--- config.mk ---
export PLATFORM = sky130hd
export DESIGN_NAME = spi_i2s_tx_shifter_flat
export DESIGN_NICKNAME = d
export VERILOG_FILES = /design/src/rtl/spi_i2s_pkg.sv /design/src/rtl/spi_i2s_tx_shifter_if.sv /design/src/rtl/spi_i2s_sck_gen.sv /design/src/rtl/spi_i2s_tx_shifter.sv /design/src/flat_wrapper.sv
export SDC_FILE = /design/constraint.sdc
export NUM_CORES = 1
export LEC_CHECK = 0
export CAP_MARGIN = 0
export CORE_MARGIN = 2
export CORE_UTILIZATION = 35
export DETAILED_ROUTE_END_ITERATION = 10
export HOLD_SLACK_MARGIN = 0.03
export MAX_ROUTING_LAYER = met4
export PLACE_DENSITY = 0.59
export SLEW_MARGIN = 20
export SYNTH_ARGS = -nofsm -noshare
export SYNTH_HDL_FRONTEND = slang
export SYNTH_SLANG_ARGS = --single-unit
export TNS_END_PERCENT = 30
--- constraint.sdc ---
create_clock -name clk -period 1.97 [get_ports clk]
set_input_delay 0.394 -clock clk [delete_from_list [all_inputs] [get_ports clk]]
set_output_delay 0.394 -clock clk [all_outputs]
set_load 0.02 [all_outputs]
--- src/rtl/spi_i2s_pkg.sv ---
// Shared types and constants for the SPI_I2S transmit engine.
// Holds the FSM encoding, frame-size codes and the frame alignment helpers.
package spi_i2s_pkg;

    localparam int unsigned WORD_W = 32;
    localparam int unsigned FILL_W = 4;

    localparam logic [1:0] SIZE_8  = 2'b00;
    localparam logic [1:0] SIZE_16 = 2'b01;
    localparam logic [1:0] SIZE_24 = 2'b10;
    localparam logic [1:0] SIZE_32 = 2'b11;

    typedef enum logic [2:0] {
        StIdle,
        StReq,
        StFetch,
        StShift,
        StGap
    } tx_state_e;

    // Frame length in bits: 8 * (size + 1).
    function automatic logic [5:0] frame_bits(input logic [1:0] size);
        logic [2:0] bytes;
        bytes = {1'b0, size} + 3'd1;
        return {bytes, 3'b000};
    endfunction

    // Left-justify the frame so its MSB sits in bit 31.
    function automatic logic [WORD_W-1:0] align_frame(input logic [WORD_W-1:0] data,
                                                      input logic [1:0]        size);
        logic [WORD_W-1:0] res;
        res = data;
        unique case (size)
            SIZE_8:  res = data << 24;
            SIZE_16: res = data << 16;
            SIZE_24: res = data << 8;
            SIZE_32: res = data;
            default: res = data;
        endcase
        return res;
    endfunction

endpackage

--- src/rtl/spi_i2s_tx_shifter_if.sv ---
// TX FIFO read port plus SPI pad signals of the transmit engine.
// The master modport is the shifter's view; slave is the FIFO/pad side.
interface spi_i2s_tx_shifter_if;
    import spi_i2s_pkg::*;

    logic [FILL_W-1:0] fifo_fill;
    logic              fifo_rd;
    logic [WORD_W-1:0] fifo_rdata;
    logic              spi_sck;
    logic              spi_sdo;
    logic              spi_cs_n;

    modport master (
        input  fifo_fill,
        input  fifo_rdata,
        output fifo_rd,
        output spi_sck,
        output spi_sdo,
        output spi_cs_n
    );

    modport slave (
        output fifo_fill,
        output fifo_rdata,
        input  fifo_rd,
        input  spi_sck,
        input  spi_sdo,
        input  spi_cs_n
    );

endinterface

--- src/rtl/spi_i2s_sck_gen.sv ---
// Serial clock generator: divides clk by 2*CLK_DIV while enabled.
// Idles with sck low and the divider cleared whenever the FSM is not shifting.
module spi_i2s_sck_gen #(
    parameter int unsigned CLK_DIV = 4
) (
    input  logic clk,
    input  logic rst,
    input  logic en,
    output logic sck,
    output logic fall
);

    localparam int unsigned DivW = (CLK_DIV > 1) ? $clog2(CLK_DIV) : 1;
    localparam logic [DivW-1:0] DivLast = DivW'(CLK_DIV - 1);

    logic [DivW-1:0] div_cnt_q, div_cnt_d;
    logic            sck_q, sck_d;
    logic            tc;

    assign tc   = en && (div_cnt_q == DivLast);
    assign fall = tc && sck_q;
    assign sck  = sck_q;

    always_comb begin
        div_cnt_d = div_cnt_q;
        sck_d     = sck_q;
        if (!en) begin
            div_cnt_d = '0;
            sck_d     = 1'b0;
        end else if (tc) begin
            div_cnt_d = '0;
            sck_d     = ~sck_q;
        end else begin
            div_cnt_d = div_cnt_q + DivW'(1);
        end
    end

    always_ff @(posedge clk or posedge rst) begin
        if (rst) begin
            div_cnt_q <= '0;
            sck_q     <= 1'b0;
        end else begin
            div_cnt_q <= div_cnt_d;
            sck_q     <= sck_d;
        end
    end

endmodule

--- src/rtl/spi_i2s_tx_shifter.sv ---
// Transmit engine: pops words from the TX FIFO and shifts them out MSB-first
// on a mode-0 SPI link, with back-to-back bursts while data keeps arriving.
module spi_i2s_tx_shifter
    import spi_i2s_pkg::*;
#(
    parameter int unsigned CLK_DIV    = 4,
    parameter int unsigned GAP_CYCLES = 2
) (
    input  logic                        clk,
    input  logic                        rst,
    input  logic                        enable,
    input  logic [1:0]                  size_select,
    spi_i2s_tx_shifter_if.master        bus,
    output logic                        busy,
    output logic                        word_done
);

    localparam int unsigned GapW = (GAP_CYCLES > 1) ? $clog2(GAP_CYCLES) : 1;
    localparam logic [GapW-1:0] GapLast = GapW'(GAP_CYCLES - 1);

    tx_state_e         state_q, state_d;
    logic [WORD_W-1:0] shift_q, shift_d;
    logic [4:0]        bit_cnt_q, bit_cnt_d;
    logic [GapW-1:0]   gap_cnt_q, gap_cnt_d;
    logic              cs_n_q, cs_n_d;
    logic              fifo_rd_q, fifo_rd_d;
    logic              busy_q, busy_d;
    logic              word_done_q, word_done_d;
    logic              can_start;
    logic              sck_en;
    logic              sck_fall;
    logic [5:0]        nbits;

    assign can_start = enable && (bus.fifo_fill != '0);
    assign sck_en    = (state_q == StShift);
    assign nbits     = frame_bits(size_select);

    spi_i2s_sck_gen #(
        .CLK_DIV (CLK_DIV)
    ) u_sck_gen (
        .clk  (clk),
        .rst  (rst),
        .en   (sck_en),
        .sck  (bus.spi_sck),
        .fall (sck_fall)
    );

    always_comb begin
        state_d     = state_q;
        shift_d     = shift_q;
        bit_cnt_d   = bit_cnt_q;
        gap_cnt_d   = gap_cnt_q;
        cs_n_d      = cs_n_q;
        word_done_d = 1'b0;
        unique case (state_q)
            StIdle: begin
                if (can_start) begin
                    state_d = StReq;
                end
            end
            StReq: begin
                state_d = StFetch;
            end
            StFetch: begin
                shift_d   = align_frame(bus.fifo_rdata, size_select);
                bit_cnt_d = 5'(nbits - 6'd1);
                cs_n_d    = 1'b0;
                state_d   = StShift;
            end
            StShift: begin
                if (sck_fall) begin
                    shift_d   = {shift_q[WORD_W-2:0], 1'b0};
                    bit_cnt_d = bit_cnt_q - 5'd1;
                    if (bit_cnt_q == 5'd0) begin
                        bit_cnt_d   = 5'd0;
                        word_done_d = 1'b1;
                        // Burst keeps cs_n low and goes straight to the next pop.
                        if (can_start) begin
                            state_d = StReq;
                        end else begin
                            cs_n_d    = 1'b1;
                            gap_cnt_d = '0;
                            state_d   = StGap;
                        end
                    end
                end
            end
            StGap: begin
                if (gap_cnt_q == GapLast) begin
                    state_d = StIdle;
                end else begin
                    gap_cnt_d = gap_cnt_q + GapW'(1);
                end
            end
            default: begin
                state_d = StIdle;
            end
        endcase
        fifo_rd_d = (state_d == StReq);
        busy_d    = (state_d != StIdle);
    end

    always_ff @(posedge clk or posedge rst) begin
        if (rst) begin
            state_q     <= StIdle;
            shift_q     <= '0;
            bit_cnt_q   <= '0;
            gap_cnt_q   <= '0;
            cs_n_q      <= 1'b1;
            fifo_rd_q   <= 1'b0;
            busy_q      <= 1'b0;
            word_done_q <= 1'b0;
        end else begin
            state_q     <= state_d;
            shift_q     <= shift_d;
            bit_cnt_q   <= bit_cnt_d;
            gap_cnt_q   <= gap_cnt_d;
            cs_n_q      <= cs_n_d;
            fifo_rd_q   <= fifo_rd_d;
            busy_q      <= busy_d;
            word_done_q <= word_done_d;
        end
    end

    // Zero fill guarantees sdo reads 0 once the last bit has gone.
    assign bus.spi_sdo  = shift_q[WORD_W-1];
    assign bus.spi_cs_n = cs_n_q;
    assign bus.fifo_rd  = fifo_rd_q;
    assign busy         = busy_q;
    assign word_done    = word_done_q;

endmodule
--- src/flat_wrapper.sv ---
// flat-port wrapper written by rule: the top's interface ports become plain ports
module spi_i2s_tx_shifter_flat import spi_i2s_pkg::*;
#(
    parameter int unsigned CLK_DIV    = 4,
    parameter int unsigned GAP_CYCLES = 2
)
  (clk, rst, enable, size_select, busy, word_done, bus_fifo_fill, bus_fifo_rdata, bus_fifo_rd, bus_spi_sck, bus_spi_sdo, bus_spi_cs_n);
  spi_i2s_tx_shifter_if bus_i ();
  input  logic clk;
  input  logic rst;
  input  logic enable;
  input  logic [1:0] size_select;
  output logic busy;
  output logic word_done;
  input wire logic [$bits(bus_i.fifo_fill)-1:0] bus_fifo_fill;
  input wire logic [$bits(bus_i.fifo_rdata)-1:0] bus_fifo_rdata;
  output wire logic [$bits(bus_i.fifo_rd)-1:0] bus_fifo_rd;
  output wire logic [$bits(bus_i.spi_sck)-1:0] bus_spi_sck;
  output wire logic [$bits(bus_i.spi_sdo)-1:0] bus_spi_sdo;
  output wire logic [$bits(bus_i.spi_cs_n)-1:0] bus_spi_cs_n;
  assign bus_i.fifo_fill = bus_fifo_fill;
  assign bus_i.fifo_rdata = bus_fifo_rdata;
  assign bus_fifo_rd = bus_i.fifo_rd;
  assign bus_spi_sck = bus_i.spi_sck;
  assign bus_spi_sdo = bus_i.spi_sdo;
  assign bus_spi_cs_n = bus_i.spi_cs_n;
  spi_i2s_tx_shifter #(.CLK_DIV(CLK_DIV), .GAP_CYCLES(GAP_CYCLES)) u_core (.clk(clk), .rst(rst), .enable(enable), .size_select(size_select), .bus(bus_i), .busy(busy), .word_done(word_done));
endmodule
# Yosys cells after proc, flatten, opt, wreduce, memory -nomap -nowiden
# Index checks and enable logic that the tools add are counted.
# op_classes
muxes	28
reduce_logical	13
bitwise_logic	1
addsub	5
n_eq_ne	13
# ops
cell	n
$pmux W32 S4	1
$pmux W32 S2	1
$mux W32	1
$mux W3	5
$pmux W3 S5	1
$mux W1	12
$mux W5	2
$pmux W5 S2	1
$sub A5 B1 Y5 const B	2
$reduce_and A4 Y1	2
$eq A2 B2 Y1 const B	3
$eq A3 B1 Y1 const B	2
$eq A3 B2 Y1 const B	2
$ne A2 B1 Y1 const B	3
$logic_not A5 Y1	1
$add A2 B1 Y2 const B	2
$mux W2	2
$pmux W1 S2	2
$reduce_bool A2 Y1	2
$reduce_bool A4 Y1	1
$eq A3 B3 Y1 const B	1
$logic_and A1 B1 Y1	3
$logic_not A3 Y1	1
$reduce_bool A3 Y1	1
6 further kinds	6
# totals
out_inout_bits	6
inputBits	41
ff_bits	48

# Longest topological paths before layout
# logic_depth
ltp_word	7
ltp_mapped	8
depth_no_buf	6

# Modules after synthesis
# From an unflattened synthesis, not the netlist that was laid out.
# hier_totals
hier_cells	296
area_unflattened_um2	2827.7
# modules_own_cells
module	instances	seq_area_each_um2	area_each_um2	cells_per_inst
spi_i2s_tx_shifter	1	1127.3	2696.3	286
spi_i2s_sck_gen	1	75.1	131.4	10

# Worst setup path before layout
# OpenSTA, ideal clock, no wires.
# synth_path
kind	register to register
start	register u_core.u_sck_gen.div_cnt_q[0]
end	register u_core.shift_q[16]
stages_incl_launch_ff	8
setup_slack_ns	0.321
setup_ns	0.119
n_path_buf	3
arrival_time_ns	1.530
path_cell_list	dfrtp_1 > ha_1 > nand2_1 > clkbuf_1 > a21oi_1 > buf_2 > buf_4 > o21a_1
# synth_via
elab_chain_cells	5
# synth_rtl
element	line	source
from (decl)	spi_i2s_sck_gen.sv:16	logic [DivW-1:0] div_cnt_q, div_cnt_d;
from (signal assigned)	spi_i2s_sck_gen.sv:43	div_cnt_q <= div_cnt_d;
$eq A2 B2 Y1	spi_i2s_sck_gen.sv:20	assign tc = en && (div_cnt_q == DivLast);
$logic_and A1 B1 Y1	spi_i2s_sck_gen.sv:20	
$logic_and A1 B1 Y1	spi_i2s_sck_gen.sv:21	assign fall = tc && sck_q;
$ne A2 B1 Y1 (no line)	--	
$reduce_and A2 Y1 (no line)	--	
to (signal assigned)	spi_i2s_tx_shifter.sv:115	shift_q <= shift_d;
to (decl)	spi_i2s_tx_shifter.sv:22	logic [WORD_W-1:0] shift_q, shift_d;
# Every way passes these cells.
# A chain may end at the register's enable or synchronous reset.

# Worst setup path in the final report
# layout_path
start	input size_select[0]
end	register u_core.shift_q[26]
# layout_via
elab_chain_cells	3
elab_cells_between_ends	6
classes_between	3 x eq/ne; 2 x mux; 1 x reduce/logical
# layout_rtl
element	line	source
from (decl)	flat_wrapper.sv:12	input logic [1:0] size_select;
$eq A2 B2 Y1 (tied with other cells)	spi_i2s_pkg.sv:33	unique case (size)
$pmux W32 S4 (*)	spi_i2s_pkg.sv:33	
$pmux W32 S2 (*)	spi_i2s_tx_shifter.sv:55	unique case (state_q)
# Every way passes the cells marked *; elsewhere a longest branch is shown, timed or not.

==> impl_results.md <==
* Clock buffers created by TritonCTS at 5
* Clock Path Buffers at 2
* Violation count after the first detailed-routing iteration at slightly below 200
* Number of nets in the finished design at roughly 380
* Actual slew at the worst max-slew pin at about 0.43 ns
* Number of antenna cells inserted at 0
* Least setup slack across all paths after layout at ~0.074 ns
* Worst-case reg-to-reg path depth at 7
* Delay contributed by the slowest stage of the critical path at between 0.4 and 0.5 ns
* Clock tree from TritonCTS: built
* Outcome: complete, no violations
* Maximum capacitance violations at 0
* Root buffer cell: clkbuf_8
* CP Launch Type: input port
* Number of global-route vias before repair at 2430
* Post-route worst hold slack at 0.3675 ns
* Area overhead of the layout relative to synthesis at 30.14%
* Pin count of the biggest net entering global routing at 35
* Post-route ant nets at 0
* I/O Buffers at 46
* Pwr per Cell Area at around 1300 mW/mm^2
* Clock transition time at the flip-flop clock pins of the worst setup and hold paths at around 0.090 ns
* Wire length of the first global-routing pass at between 10000 and 15000 um
* Total congestion overflow after global routing at 0
* Number of warnings issued by yosys at 0
* Area of all placed cells without fillers at ~0.0035 sq mm
* Element type at the critical path end: flop
* Gate family responsible for the most delay along the worst path: buffers and inverters
* Max IR drop VDD at between 0.4 and 0.5 mV
* Number of iterations in the first detailed-routing pass at 10
* Pins over their slew limit at 0
* Post-layout instance count excluding filler cells at around 440
* Flip-flop and latch count after synthesis at 48
* Period utilization at a little over nine tenths
* Placed wire-length estimate at about 5500 um
* Mean routed wirelength per cell at 17.16 um
* Crit path cell chain: clkdlybuf4s50_1 -> buf_4 -> ha_1 -> buf_12 -> a222oi_1 -> a21o_1 -> a31oi_1
* Clock insertion delay at the later pin of the skew report at approximately 0.3 ns
* DIE WIDTH at 92.28 um
* Post-synth net total at between 300 and 400
* Cell count after synthesis at between 200 and 300
* Clock skew at a little under 0.007 ns
* Total Neg Setup Slack at 0 ns
* Req. time, crit path at between 2 and 2.5 ns
* Final core utilization at approximately 46%
* Class of the tightest hold or removal check: input port to asynchronous set/reset pin
* Sink Count at 48
* Gates resized, CTS repair at 0
* Total number of vias at approximately 2500
* Final Setup Violations at 0
* Placer congestion estimate at 0.8334
* Number of antenna violations at the first check in global routing at 0
* Worst path arrival time at approximately 2.1 ns
* Worst slew margin relative to its limit at a little under three quarters
* CP max-delay cell: clkdlybuf4s50_1
* Cts hold-fix bufs at 0
* Overall fraction of global-route tracks in use at a little under a fifth
* Placed instance area at ~0.0034 sq mm
* Peak clock frequency supported by timing at roughly 530 MHz
* Slack of the worst reg-to-reg path at 0.22 ns
* Minimum period implied by the final worst setup slack at roughly 1.9 ns
* Fill cell instance count of the final layout at a little over 700
* Number of levels the H-tree was split into at 2
* Number of library cell types mapped by synthesis at 43
* Worst flop-to-flop path endpoint: u_core.bit_cnt_q[3]
* Critical R2R Launch: u_core.bit_cnt_q[0]
* Overall routed net length at 7500 um
* Count of flip-flops with a built-in enable after synthesis at 0
* Placed Cells incl. Taps at 429
* Vertical extent of the die at ~92 um
* Initial cell density of the core at a little over a third
* Number of setup buffers added after CTS at 0
* Buffer and inverter count on the worst path at 3
* Flip-flop cell with the highest count after synthesis: dfrtp_1
* Critical path class: input port to flop
* Share of synthesized flip-flops with an asynchronous set or reset at 100.0%
* RSZ-0062 raised after global routing: false
* Total power draw at 4.524 mW
* # IOs at 47
* Static Leakage at 1.442 nW
* Overall die area at between 0.008 and 0.009 sq mm
* Layout cells sized above 1 at about 14%
* DRC at 0
* Num rows at 32
* Final hold violation count at 0
* Setup Slack @ Placement at -0.2312 ns
* Cell area after synthesis at roughly 0.0027 sq mm
* Floorplan Core Area at ~0.0076 sq mm
* Sequential element share of the synthesized area at around 44%
* Critical path peak fanout at 16
* Post-detailed-route via-to-cell ratio at ~5.7
* Avg Synthesized Cell Area at ~9.7 sq um
==> cell usage after synthesis, types with 2 or more instances <==
| library cell | instances | area, sq um |
|---|---|---|
| o21ai_1 | 3 | 15.01 |
| inv_1 | 7 | 26.28 |
| nand3_1 | 2 | 10.01 |
| o21a_1 | 8 | 60.06 |
| clkbuf_1 | 7 | 26.28 |
| buf_4 | 5 | 37.54 |
| ha_1 | 7 | 87.58 |
| nand2_1 | 26 | 97.59 |
| o211ai_1 | 8 | 60.06 |
| a21o_1 | 10 | 75.07 |
| nor2_1 | 28 | 105.1 |
| buf_2 | 9 | 45.04 |
| dfrtp_1 | 47 | 1176 |
| a221oi_2 | 9 | 135.1 |
| a222oi_1 | 16 | 160.2 |
| a21oi_1 | 5 | 25.02 |
| nor3_1 | 5 | 25.02 |
| nor4b_2 | 2 | 30.03 |
| nor3b_1 | 2 | 15.01 |
| o2bb2ai_1 | 2 | 17.52 |
| o21ai_0 | 30 | 150.1 |
| a221oi_1 | 5 | 43.79 |
| a31oi_1 | 8 | 50.05 |
| and3_1 | 8 | 50.05 |
| nor2b_1 | 2 | 12.51 |
| a22oi_1 | 2 | 15.01 |
| buf_6 | 2 | 22.52 |
==> cells in the final DEF (no fill, tap or decap), types with 9 or more instances in the layout <==
master           netlist  routed
nand2_1               26      26
buf_4                  5      19
a222oi_1              16      16
a221oi_2               9       9
o21ai_0               30      30
dfrtp_1               47      47
clkdlybuf4s50_1        0      46
nor2_1                28      28
a21o_1                10      10
==> area by class of cell <==
type | count | area, sq um | area share, %
sequential | 48 | 1202 | 33.87
clock inverter | 2 | 35.03 | 0.9870
inverter | 7 | 26.28 | 0.7402
clock buffer | 6 | 72.57 | 2.044
multi-input combinational | 201 | 1363 | 38.39
tap | 102 | 127.6 | 3.595
timing repair buffer | 71 | 723.2 | 20.37
==> cells by family after synthesis <==
kind of cell	count (synthesis)	share of synthesized area [%]
compound gates	110	31.01
simple gates	82	14.95
flops	48	44.08
buf+inv	32	6.101
fa+ha+maj	7	3.211
xor+xnor	2	0.6423
==> power by group <==
group	internal, mW	switching, mW	leakage [nW]
Combinational	0.978	1.12	0.834
Clock	0.377	0.343	0.0552
Sequential	1.42	0.286	0.554
Total	2.77	1.75	1.44
==> metal layers <==
| layer | global-route usage [%] | routed length [um] | vias up |
|---|---|---|---|
| met3 | 2.629 | 353 | 11 |
| li1 | - | - | 1165 |
| met4 | 4.975 | 72 | 0 |
| met5 | - | 0 | - |
| met1 | 24.08 | 3399 | 1230 |
| met2 | 30.58 | 3674 | 73 |
==> state kept, by name, summed over array words and instances (netlist names) <==
signal / cells
u_core.bus.fifo_rd: 1
u_core.gap_cnt_q: 1
u_core.shift_q: 32
u_core.u_sck_gen.sck: 1
u_core.bit_cnt_q: 5
u_core.state_q: 3
u_core.word_done: 1
u_core.bus.spi_cs_n: 1
u_core.busy: 1
u_core.u_sck_gen.div_cnt_q: 2
==> worst max-delay path by stage <==
stage                               endpoint                          start  slack (ns)  cells past startpoint
final                     u_core.shift_q[26]                 size_select[0]        0.07                      7
after global routing      u_core.shift_q[26]                 size_select[0]       0.009                      7
after CTS                 u_core.shift_q[17]                 size_select[0]         0.1                      7
after detailed placement  u_core.shift_q[17]                 size_select[0]       -0.23                      7
after global placement    u_core.shift_q[26]                 size_select[0]       -0.20                      7
after floorplan           u_core.shift_q[16]  u_core.u_sck_gen.div_cnt_q[0]        0.32                      7
(Power assumes the default switching activity.)
